--- src/rtl/job_seq_pkg.sv ---
// Shared definitions for the job sequencer.
//   - state_e      : sequencer FSM states
//   - Prog*        : program codes carried on req_prog / rsp_prog
//   - *OpBase/*ResBase, *OpBytes/*ResBytes : per-program operand and result
//                    locations in the attached data memory
//   - helper functions mapping a program code to its memory layout and
//     selecting operand bytes most-significant first
package job_seq_pkg;

  typedef enum logic [2:0] {
    StIdle,
    StWrite,
    StStart,
    StWait,
    StRead,
    StResp
  } state_e;

  localparam logic [1:0] ProgIllegal = 2'd0;
  localparam logic [1:0] ProgRecip   = 2'd1;
  localparam logic [1:0] ProgDiv     = 2'd2;
  localparam logic [1:0] ProgSqrt    = 2'd3;

  // Operand bytes are written starting at the base, MSB first.
  localparam logic [7:0] RecipOpBase  = 8'd8;
  localparam logic [7:0] DivOpBase    = 8'd0;
  localparam logic [7:0] SqrtOpBase   = 8'd13;
  localparam logic [1:0] RecipOpBytes = 2'd2;
  localparam logic [1:0] DivOpBytes   = 2'd3;
  localparam logic [1:0] SqrtOpBytes  = 2'd2;

  // Result bytes are read starting at the base, MSB first.
  localparam logic [7:0] RecipResBase  = 8'd10;
  localparam logic [7:0] DivResBase    = 8'd4;
  localparam logic [7:0] SqrtResBase   = 8'd15;
  localparam logic [1:0] RecipResBytes = 2'd2;
  localparam logic [1:0] DivResBytes   = 2'd3;
  localparam logic [1:0] SqrtResBytes  = 2'd1;

  // Result reported for an illegal program or a timed-out job.
  localparam logic [23:0] ErrResult = 24'hFFFFFF;

  function automatic logic [7:0] op_base(input logic [1:0] prog);
    logic [7:0] base;
    case (prog)
      ProgRecip: base = RecipOpBase;
      ProgDiv:   base = DivOpBase;
      ProgSqrt:  base = SqrtOpBase;
      default:   base = 8'd0;
    endcase
    return base;
  endfunction

  function automatic logic [1:0] op_bytes(input logic [1:0] prog);
    logic [1:0] n;
    case (prog)
      ProgRecip: n = RecipOpBytes;
      ProgDiv:   n = DivOpBytes;
      ProgSqrt:  n = SqrtOpBytes;
      default:   n = 2'd1;
    endcase
    return n;
  endfunction

  function automatic logic [7:0] res_base(input logic [1:0] prog);
    logic [7:0] base;
    case (prog)
      ProgRecip: base = RecipResBase;
      ProgDiv:   base = DivResBase;
      ProgSqrt:  base = SqrtResBase;
      default:   base = 8'd0;
    endcase
    return base;
  endfunction

  function automatic logic [1:0] res_bytes(input logic [1:0] prog);
    logic [1:0] n;
    case (prog)
      ProgRecip: n = RecipResBytes;
      ProgDiv:   n = DivResBytes;
      ProgSqrt:  n = SqrtResBytes;
      default:   n = 2'd1;
    endcase
    return n;
  endfunction

  // rem = number of bytes still to follow the selected one; rem 0 is the LSB.
  function automatic logic [7:0] op_byte(input logic [23:0] op, input logic [1:0] rem);
    logic [7:0] b;
    case (rem)
      2'd0:    b = op[7:0];
      2'd1:    b = op[15:8];
      default: b = op[23:16];
    endcase
    return b;
  endfunction

endpackage

--- src/rtl/job_seq_timer.sv ---
// Done-wait timeout counter for the job sequencer.
//   clk_i     : system clock
//   rst_ni    : asynchronous active-low reset
//   clear_i   : synchronously returns the count to zero
//   en_i      : count one cycle of waiting
//   expire_o  : high during the TIMEOUT_CYCLES-th enabled cycle after a clear
module job_seq_timer #(
  parameter int unsigned TIMEOUT_CYCLES = 65535
) (
  input  logic clk_i,
  input  logic rst_ni,
  input  logic clear_i,
  input  logic en_i,
  output logic expire_o
);

  localparam int unsigned CntW = $clog2(TIMEOUT_CYCLES + 1);
  localparam logic [CntW-1:0] LastCnt = CntW'(TIMEOUT_CYCLES - 1);

  logic [CntW-1:0] cnt_q, cnt_d;

  // The count sits at LastCnt on the final permitted waiting cycle.
  assign expire_o = en_i && (cnt_q == LastCnt);

  always_comb begin
    cnt_d = cnt_q;
    if (clear_i) begin
      cnt_d = '0;
    end else if (en_i && !expire_o) begin
      cnt_d = cnt_q + 1'b1;
    end
  end

  always_ff @(posedge clk_i or negedge rst_ni) begin
    if (!rst_ni) begin
      cnt_q <= '0;
    end else begin
      cnt_q <= cnt_d;
    end
  end

endmodule

--- src/rtl/job_sequencer.sv ---
// Job sequencer: accepts a program request, writes its operand bytes into the
// compute engine's data memory, pulses start, waits for done (with timeout),
// reads the result bytes back and holds a response until it is consumed.
//   clk, rst_n            : clock, asynchronous active-low reset
//   req_valid/req_ready   : request handshake; req_prog program, req_op operands
//   mem_we/addr/wdata     : byte write port into the data memory
//   mem_rdata             : combinational read data for mem_addr
//   start / done          : launch pulse to and completion from the engine
//   rsp_valid/rsp_ready   : response handshake; rsp_prog, rsp_result, rsp_err
module job_sequencer
  import job_seq_pkg::*;
#(
  parameter int unsigned TIMEOUT_CYCLES = 65535,
  parameter int unsigned START_CYCLES   = 2
) (
  input  logic        clk,
  input  logic        rst_n,
  input  logic        req_valid,
  output logic        req_ready,
  input  logic [1:0]  req_prog,
  input  logic [23:0] req_op,
  output logic        mem_we,
  output logic [7:0]  mem_addr,
  output logic [7:0]  mem_wdata,
  input  logic [7:0]  mem_rdata,
  output logic        start,
  input  logic        done,
  output logic        rsp_valid,
  input  logic        rsp_ready,
  output logic [1:0]  rsp_prog,
  output logic [23:0] rsp_result,
  output logic        rsp_err
);

  localparam int unsigned StartW = (START_CYCLES > 1) ? $clog2(START_CYCLES) : 1;
  localparam logic [StartW-1:0] StartLast = StartW'(START_CYCLES - 1);

  state_e            state_q;
  logic [1:0]        prog_q;
  logic [23:0]       op_q;
  logic [1:0]        idx_q;
  logic [StartW-1:0] scnt_q;
  logic              req_ready_q;
  logic              mem_we_q;
  logic [7:0]        mem_addr_q;
  logic [7:0]        mem_wdata_q;
  logic              start_q;
  logic              rsp_valid_q;
  logic [23:0]       result_q;
  logic              err_q;

  logic              in_wait;
  logic              timer_expire;

  assign in_wait = (state_q == StWait);

  job_seq_timer #(
    .TIMEOUT_CYCLES(TIMEOUT_CYCLES)
  ) u_timer (
    .clk_i   (clk),
    .rst_ni  (rst_n),
    .clear_i (!in_wait),
    .en_i    (in_wait),
    .expire_o(timer_expire)
  );

  always_ff @(posedge clk or negedge rst_n) begin
    if (!rst_n) begin
      state_q     <= StIdle;
      prog_q      <= '0;
      op_q        <= '0;
      idx_q       <= '0;
      scnt_q      <= '0;
      req_ready_q <= 1'b0;
      mem_we_q    <= 1'b0;
      mem_addr_q  <= '0;
      mem_wdata_q <= '0;
      start_q     <= 1'b0;
      rsp_valid_q <= 1'b0;
      result_q    <= '0;
      err_q       <= 1'b0;
    end else begin
      unique case (state_q)
        StIdle: begin
          req_ready_q <= 1'b1;
          if (req_valid && req_ready_q) begin
            req_ready_q <= 1'b0;
            prog_q      <= req_prog;
            op_q        <= req_op;
            idx_q       <= '0;
            result_q    <= '0;
            err_q       <= 1'b0;
            if (req_prog == ProgIllegal) begin
              state_q     <= StResp;
              rsp_valid_q <= 1'b1;
              err_q       <= 1'b1;
              result_q    <= ErrResult;
            end else begin
              // First operand byte is presented the cycle after acceptance.
              state_q     <= StWrite;
              mem_we_q    <= 1'b1;
              mem_addr_q  <= op_base(req_prog);
              mem_wdata_q <= op_byte(req_op, op_bytes(req_prog) - 2'd1);
            end
          end
        end

        StWrite: begin
          if (idx_q == op_bytes(prog_q) - 2'd1) begin
            state_q     <= StStart;
            mem_we_q    <= 1'b0;
            mem_addr_q  <= '0;
            mem_wdata_q <= '0;
            start_q     <= 1'b1;
            scnt_q      <= '0;
          end else begin
            idx_q       <= idx_q + 2'd1;
            mem_addr_q  <= mem_addr_q + 8'd1;
            mem_wdata_q <= op_byte(op_q, op_bytes(prog_q) - 2'd2 - idx_q);
          end
        end

        StStart: begin
          if (scnt_q == StartLast) begin
            state_q <= StWait;
            start_q <= 1'b0;
            scnt_q  <= '0;
          end else begin
            scnt_q <= scnt_q + 1'b1;
          end
        end

        StWait: begin
          // done wins over an expiry landing in the same cycle.
          if (done) begin
            state_q    <= StRead;
            idx_q      <= '0;
            mem_addr_q <= res_base(prog_q);
          end else if (timer_expire) begin
            state_q     <= StResp;
            rsp_valid_q <= 1'b1;
            err_q       <= 1'b1;
            result_q    <= ErrResult;
          end
        end

        StRead: begin
          // Shifting from zero leaves shorter results right-justified.
          result_q <= {result_q[15:0], mem_rdata};
          if (idx_q == res_bytes(prog_q) - 2'd1) begin
            state_q     <= StResp;
            rsp_valid_q <= 1'b1;
            mem_addr_q  <= '0;
          end else begin
            idx_q      <= idx_q + 2'd1;
            mem_addr_q <= mem_addr_q + 8'd1;
          end
        end

        StResp: begin
          if (rsp_ready) begin
            state_q     <= StIdle;
            rsp_valid_q <= 1'b0;
            req_ready_q <= 1'b1;
          end
        end

        default: begin
          state_q <= StIdle;
        end
      endcase
    end
  end

  assign req_ready  = req_ready_q;
  assign mem_we     = mem_we_q;
  assign mem_addr   = mem_addr_q;
  assign mem_wdata  = mem_wdata_q;
  assign start      = start_q;
  assign rsp_valid  = rsp_valid_q;
  assign rsp_prog   = prog_q;
  assign rsp_result = result_q;
  assign rsp_err    = err_q;

endmodule

--- config.mk ---
export PLATFORM = sky130hd
export DESIGN_NAME = job_sequencer
export DESIGN_NICKNAME = d
export VERILOG_FILES = /design/src/rtl/job_seq_pkg.sv /design/src/rtl/job_seq_timer.sv /design/src/rtl/job_sequencer.sv
export SDC_FILE = /design/constraint.sdc
export NUM_CORES = 1
export LEC_CHECK = 0
export ABC_CLOCK_PERIOD_IN_PS = 2200
export BUFFER_PORTS_ARGS = -buffer_cell sky130_fd_sc_hd__buf_4
export CAP_MARGIN = 40
export CORE_MARGIN = 2
export CORE_UTILIZATION = 40
export CTS_BUF_LIST = sky130_fd_sc_hd__clkbuf_16
export CTS_CLUSTER_DIAMETER = 150
export DETAILED_ROUTE_END_ITERATION = 12
export SYNTH_ARGS = -nofsm -noshare
export SYNTH_HDL_FRONTEND = slang
export SYNTH_SLANG_ARGS = --single-unit
--- constraint.sdc ---
create_clock -name clk -period 2.2 [get_ports clk]
set_clock_uncertainty 0.2 [all_clocks]
set_input_delay 0.33 -clock clk [delete_from_list [all_inputs] [get_ports clk]]
set_output_delay 0.33 -clock clk [all_outputs]
set_load 0.005 [all_outputs]
Word level (Yosys, flattened, before mapping):

Cells that the tools add are included.

* bits of input ports: 39
* bits in latches: 0
* flip-flop bits (word level): 93
* memories: 0
* RAM bits: 0
* logic and storage cells: 149
* output and inout port bits: 47
* memory bits (read-only): 0

* muxes and demuxes: 67
* reductions and logical operators: 29
* add/subtract/negate cells: 9
* divide/modulo/power cells: 0
* bitwise gates (word level): 0
* equal/unequal tests: 30
* order comparisons: 0
* $mul: 0
* shift operators: 0

Operators by type and width (count)
* 24-bit two-way mux: 4
* 24-bit case mux with 3 select lines: 1
* 8-bit two-way mux: 8
* 8-bit case mux with 2 select lines: 3
* 16-bit two-way mux: 2
* 8-bit case mux with 4 select lines: 1
* 2-bit inequality test (second input constant): 13
* 3-bit two-way mux: 8
* 2-bit two-way mux: 11
* 3-bit case mux with 6 select lines: 1
* 16-bit by 1-bit adder with 16-bit output (second input constant): 1
* 16-bit == test (second input constant): 1
* 1-bit two-way mux: 16
* 4-bit AND reduction: 4
* 2-bit case mux with 2 select lines: 3
* 4-bit case mux with 3 select lines: 1
* 1-bit case mux with 2 select lines: 5
* 8-bit by 1-bit adder with 8-bit output (second input constant): 1
* 2-bit by 1-bit == test with 1-bit output (second input constant): 4
* 2-bit == test (second input constant): 4
* 2-bit case mux with 4 select lines: 1
* 4-bit case mux with 2 select lines: 1
* 2-bit nonzero test: 4
* 4-bit nonzero test: 2
* other kinds (22): 35

Logic depth before layout (Yosys ltp):

* depth in word-level cells: 14
* gate-level depth with buffers: 9
* gate-level depth less buffers: 6

Modules after synthesis:

From an unflattened synthesis, not the netlist that was laid out.

* cells, all modules: 505
* area total of the unflattened synthesis: 4873.4 sq um

By module, submodules not included
* job_sequencer: times used 1, area each 3911.3 sq um, cells an instance 399, seq. area each 1926.8 sq um
* job_seq_timer: times used 1, area each 962.2 sq um, cells an instance 106, seq. area each 400.4 sq um

Worst setup path after synthesis:

OpenSTA, ideal clock, no wires.

* kind: register to register
* from: register prog_q[0], in the netlist rsp_prog[0]
* to: register mem_addr_q[3], in the netlist mem_addr[3]
* cell stages (with the launch flop): 10
* clock period less this slack: 2.306 ns
* arrival: 2.024 ns
* setup time: 0.083 ns
* slack: -0.106 ns
* path through: dfrtp_1 buf_2 clkbuf_1 ha_1 and4bb_2 a211oi_4 buf_6 a21oi_2 o31a_1 o22ai_1

* cells in the longest elaborated chain, start to end: 8
* elaborated cells on any way between the ends: 17
* those cells by class: 2 x add/sub; 5 x eq/ne; 9 x mux; 1 x reduce/logical

RTL lines
* start, declared: line job_sequencer.sv:39 `logic [1:0] prog_q;`
* start signal, assigned: line job_sequencer.sv:88 `prog_q <= req_prog;`
* 2-bit by 1-bit == test with 1-bit output / 2-bit == test (equally long branches): line job_seq_pkg.sv:56, job_seq_pkg.sv:67, job_seq_pkg.sv:78
* 2-bit OR reduction (no source line)
* 2-bit case mux with 2 select lines: line job_seq_pkg.sv:56 `case (prog)`
* 2-bit two-way mux: line job_sequencer.sv:83 `unique case (state_q)`
* 2-bit by 1-bit subtractor with 2-bit output: line job_sequencer.sv:109 `if (idx_q == op_bytes(prog_q) - 2'd1) begin`
* 2-bit == test: line job_sequencer.sv:109
* 8-bit two-way mux: line job_sequencer.sv:109
* 8-bit case mux with 4 select lines (*): line job_sequencer.sv:83
* end signal, assigned: line job_sequencer.sv:102 `mem_addr_q <= op_base(req_prog);`
* end signal, assigned: line job_sequencer.sv:118 `mem_addr_q <= mem_addr_q + 8'd1;`
* end signal, assigned: line job_sequencer.sv:138 `mem_addr_q <= res_base(prog_q);`
* end, declared: line job_sequencer.sv:45 `logic [7:0] mem_addr_q;`

Mark *: on every way between the ends. The rest lies on a longest branch, timed or not. The select of a mux whose other input is x is not followed.
A chain may end at the register's enable or synchronous reset.

Final worst setup path:

* from: register prog_q[0], in the netlist rsp_prog[0]
* to: register mem_addr_q[2], in the netlist mem_addr[2]

Same word-level chain as after synthesis.

==> reports/metrics.cfg <==
[floorplan]
coreArea_sq_um=11900
rows=40
dieHeight_microns=114
die-area_sq_um=13000
die_w_microns=114
ios=86
start_util_pct=40.6

[detailed_routing]
first_pass_iters=4
drc=0
wl_per_cell_microns=16.3
vias=4014
finalWirelength_mm=12.0
vias_per_cell=5.42
final_antenna_net_count=0
drtIter0Drc=226

[timing]
setup_viol=0
hold-worst-slack_ns=0.0161
worstMarginPinSlew_ns=0.461
slew_viol_final=0
hold_violations=0
slew_headroom_pct=69.2
rsz0062_at_grt=no
fmax_ghz=0.472
period_minus_slack_ns=2.12
min_period_over_period_pct=96.2

[hold_path]
worstHoldEndpoint=op_q[7]
hold_class=in2reg
holdPathStages=2
holdCritStartpoint=req_op[7]

[layout]
instances_no_fill=740
fin_nets=632
areaGrowthSynthToFinish_pct=27.8
layout-drive-gt1-share_pct=30.9
fill_cells=1099
num_antenna_cells=0
final_cell_area_sq_um=6180

[yosys]
synth_top_family_by_area=compound AO/OA/AOI/OAI gates
yosys.area_share.simple_pct=13.9
synth_edf_count=0
ys_seq_area_share_pct=48.1
synth_flop_cell=dfrtp_1
synth_seq_cells=93
synth_compound_area_share_pct=19.3
synth_fa_ha_area_share_pct=1.29
yosys.area_share.xor_xnor_pct=2.54
synth.avg_cell_area_sq_um=9.85
yosysWarnings=0
yosysUniqueCellTypes=54
synth_cells=491
synth_fp_nets=535
synth-async-reset-ratio_pct=100
synth_mux_area_share_pct=9.60
syn_area_sq_um=4830

[cts]
root_buffer=clkbuf_16
cts_setup_buffers=0
h-tree-depth=3
cts_buffer_depth=2
cts_buffers=9
cts_sinks=93
clk_pin_slew_ns=0.07
clkLatencyLatePin_ns=0.34
cts_tree=yes

[worst_setup_path]
startpoint_type=flip-flop
cp_slowest_stage_delay_ns=0.44
crit_type=reg2reg
cp.required_ns=2.21
r2r-start=rsp_prog[0]
path_cells=ha_1 -> and4bb_2 -> a211oi_4 -> a21o_2 -> a221oi_1 -> o22ai_1
endpoint_kind=flip-flop
reg2reg_to=mem_addr[2]
cpMaxStageDelayCell=dfrtp_1
arrival_ns=2.13
cp_max_fo=7
startpoint=rsp_prog[0]
r2r_setup_slack_ns=0.08
r2r_cells=6

[place]
postPlaceCellArea_sq_um=5840
gp_congestion=0.779
dp_hpwl_mm=8.44
portBuffers=85
dp_cells=722

[global_routing]
grt_usage_pct=19.1
grt_pass1_wl_mm=19.6
grt_pass1_vias=3903
overflow=0
grt_max_degree=49
antenna_found_initial=0

[pwr]
powerDensity_nw_per_um2=1390
ir_drop_mv=0.716
p_leak_uw=0.00279
finalPower_uw=8610

[run_status]
status=complete, no violations

[run]
maxCapViolations=0

[placed cells by master, fill, tap and decap left out, types with 4 or more instances in the layout]
cell and n:
buf_4 113, dfrtp_1 92, nand2_1 49, a21oi_1 33
nor2_1 30, o21ai_0 30, inv_1 29, mux2_2 27
a211oi_1 26, mux2i_1 16, xor2_1 12, or2_2 9
a32oi_1 9, clkbuf_16 9, nand4_1 6, o211ai_1 6
nor3_1 6, o22ai_1 5, nand3_1 5, ha_1 5
and2_1 4, nand2b_1 4, o32ai_1 4, buf_12 4
[kinds of logic (layout without fill, tap and decap cells)]
logic type | after synthesis | count (layout)
AO/OA/AOI/OAI | 138 | 138
AND/OR/NAND/NOR | 136 | 136
flip-flops | 93 | 93
buffers and inverters | 62 | 164
multiplexers | 43 | 43
XOR/XNOR | 14 | 14
adder cells (fa/ha/maj) | 5 | 5
[report_power, final]
| part | internal [uW] | total, uW | switching (uW) |
|---|---|---|---|
| Sequential | 2390 | 2860 | 475 |
| Combinational | 2070 | 4170 | 2110 |
| Clock | 885 | 1580 | 691 |
| Total | 5340 | 8610 | 3270 |
[routing by layer]
| layer | vias up | GRT usage, % | routed length [microns] |
|---|---|---|---|
| met3 | 18 | 3.88 | 511 |
| met2 | 98 | 30.2 | 5640 |
| met1 | 1940 | 26.2 | 5680 |
| met5 | - | 0 | 0 |
| met4 | 0 | 6.91 | 192 |
| li1 | 1958 | - | - |
[per-stage QoR]
step / utilization [%] / setup TNS (ns) / setup slack (ns)
detailed placement: 49.0 / 0 / 0.0463
global placement: 49.0 / 0 / 0.0934
finish: 51.9 / 0 / 0.0830
global route: 51.9 / 0 / 0.00530
CTS: 51.7 / 0 / 0.0317
floorplan: - / -0.0226 / -0.0125
[worst max-delay path, delay by kind of cell (launching register included)]
family	cells	cell delay, ns
AOI/OAI and AO/OA	4	0.69
adders and majority gates	1	0.31
DFF	1	0.44
and+or+nand+nor	1	0.34
[cell type report]
class | instances | area (sq um) | area share, %
Multi-Input combinational cell | 336 | 2300 | 37.3
Timing Repair Buffer | 120 | 960 | 15.5
Tap cell | 147 | 184 | 2.98
Clock buffer | 9 | 225 | 3.64
Sequential cell | 93 | 2330 | 37.7
Inverter | 28 | 105 | 1.70
Clock inverter | 7 | 75.1 | 1.21
[state kept, by name, indices dropped and copies added (netlist names)]
register,flops
op_q,24
rsp_result,24
u_timer.cnt_q,16
mem_addr,8
mem_wdata,8
state_q,3
idx_q,2
rsp_prog,2
mem_we,1
req_ready,1
rsp_err,1
rsp_valid,1
scnt_q,1
start,1
[timing repair]
action                                  4_1_cts  5_1_grt
resized for setup                             0        7
hold buffers                                  2        0
endpoints found under the setup margin        0       19
endpoints found under the hold margin        29        0
[synth_stat cells (all sizes together) (6+ instances only)]
library cell,n,area [sq um]
a32oi,9,78.8
clkbuf,20,75.1
nand2,49,184
inv,28,105
xor2,12,105
mux2i,16,160
o211ai,6,45.0
buf,14,71.3
nor3,7,35.0
nor2,30,113
dfrtp,93,2330
a211oi,28,228
mux2,27,304
o21ai,31,155
nand4,6,37.5
a21oi,34,174
or2,10,62.6
[worst max path at each step]
stage                       end  slack (ns)  cells after the start
floorplan           mem_addr[3]       -0.01                      9
global placement      rsp_valid        0.09                      6
detailed placement  mem_addr[2]        0.05                      5
CTS                 mem_addr[2]        0.03                      5
global route        mem_addr[2]       0.005                      6
finish              mem_addr[2]        0.08                      6
(Power assumes the default switching activity.)
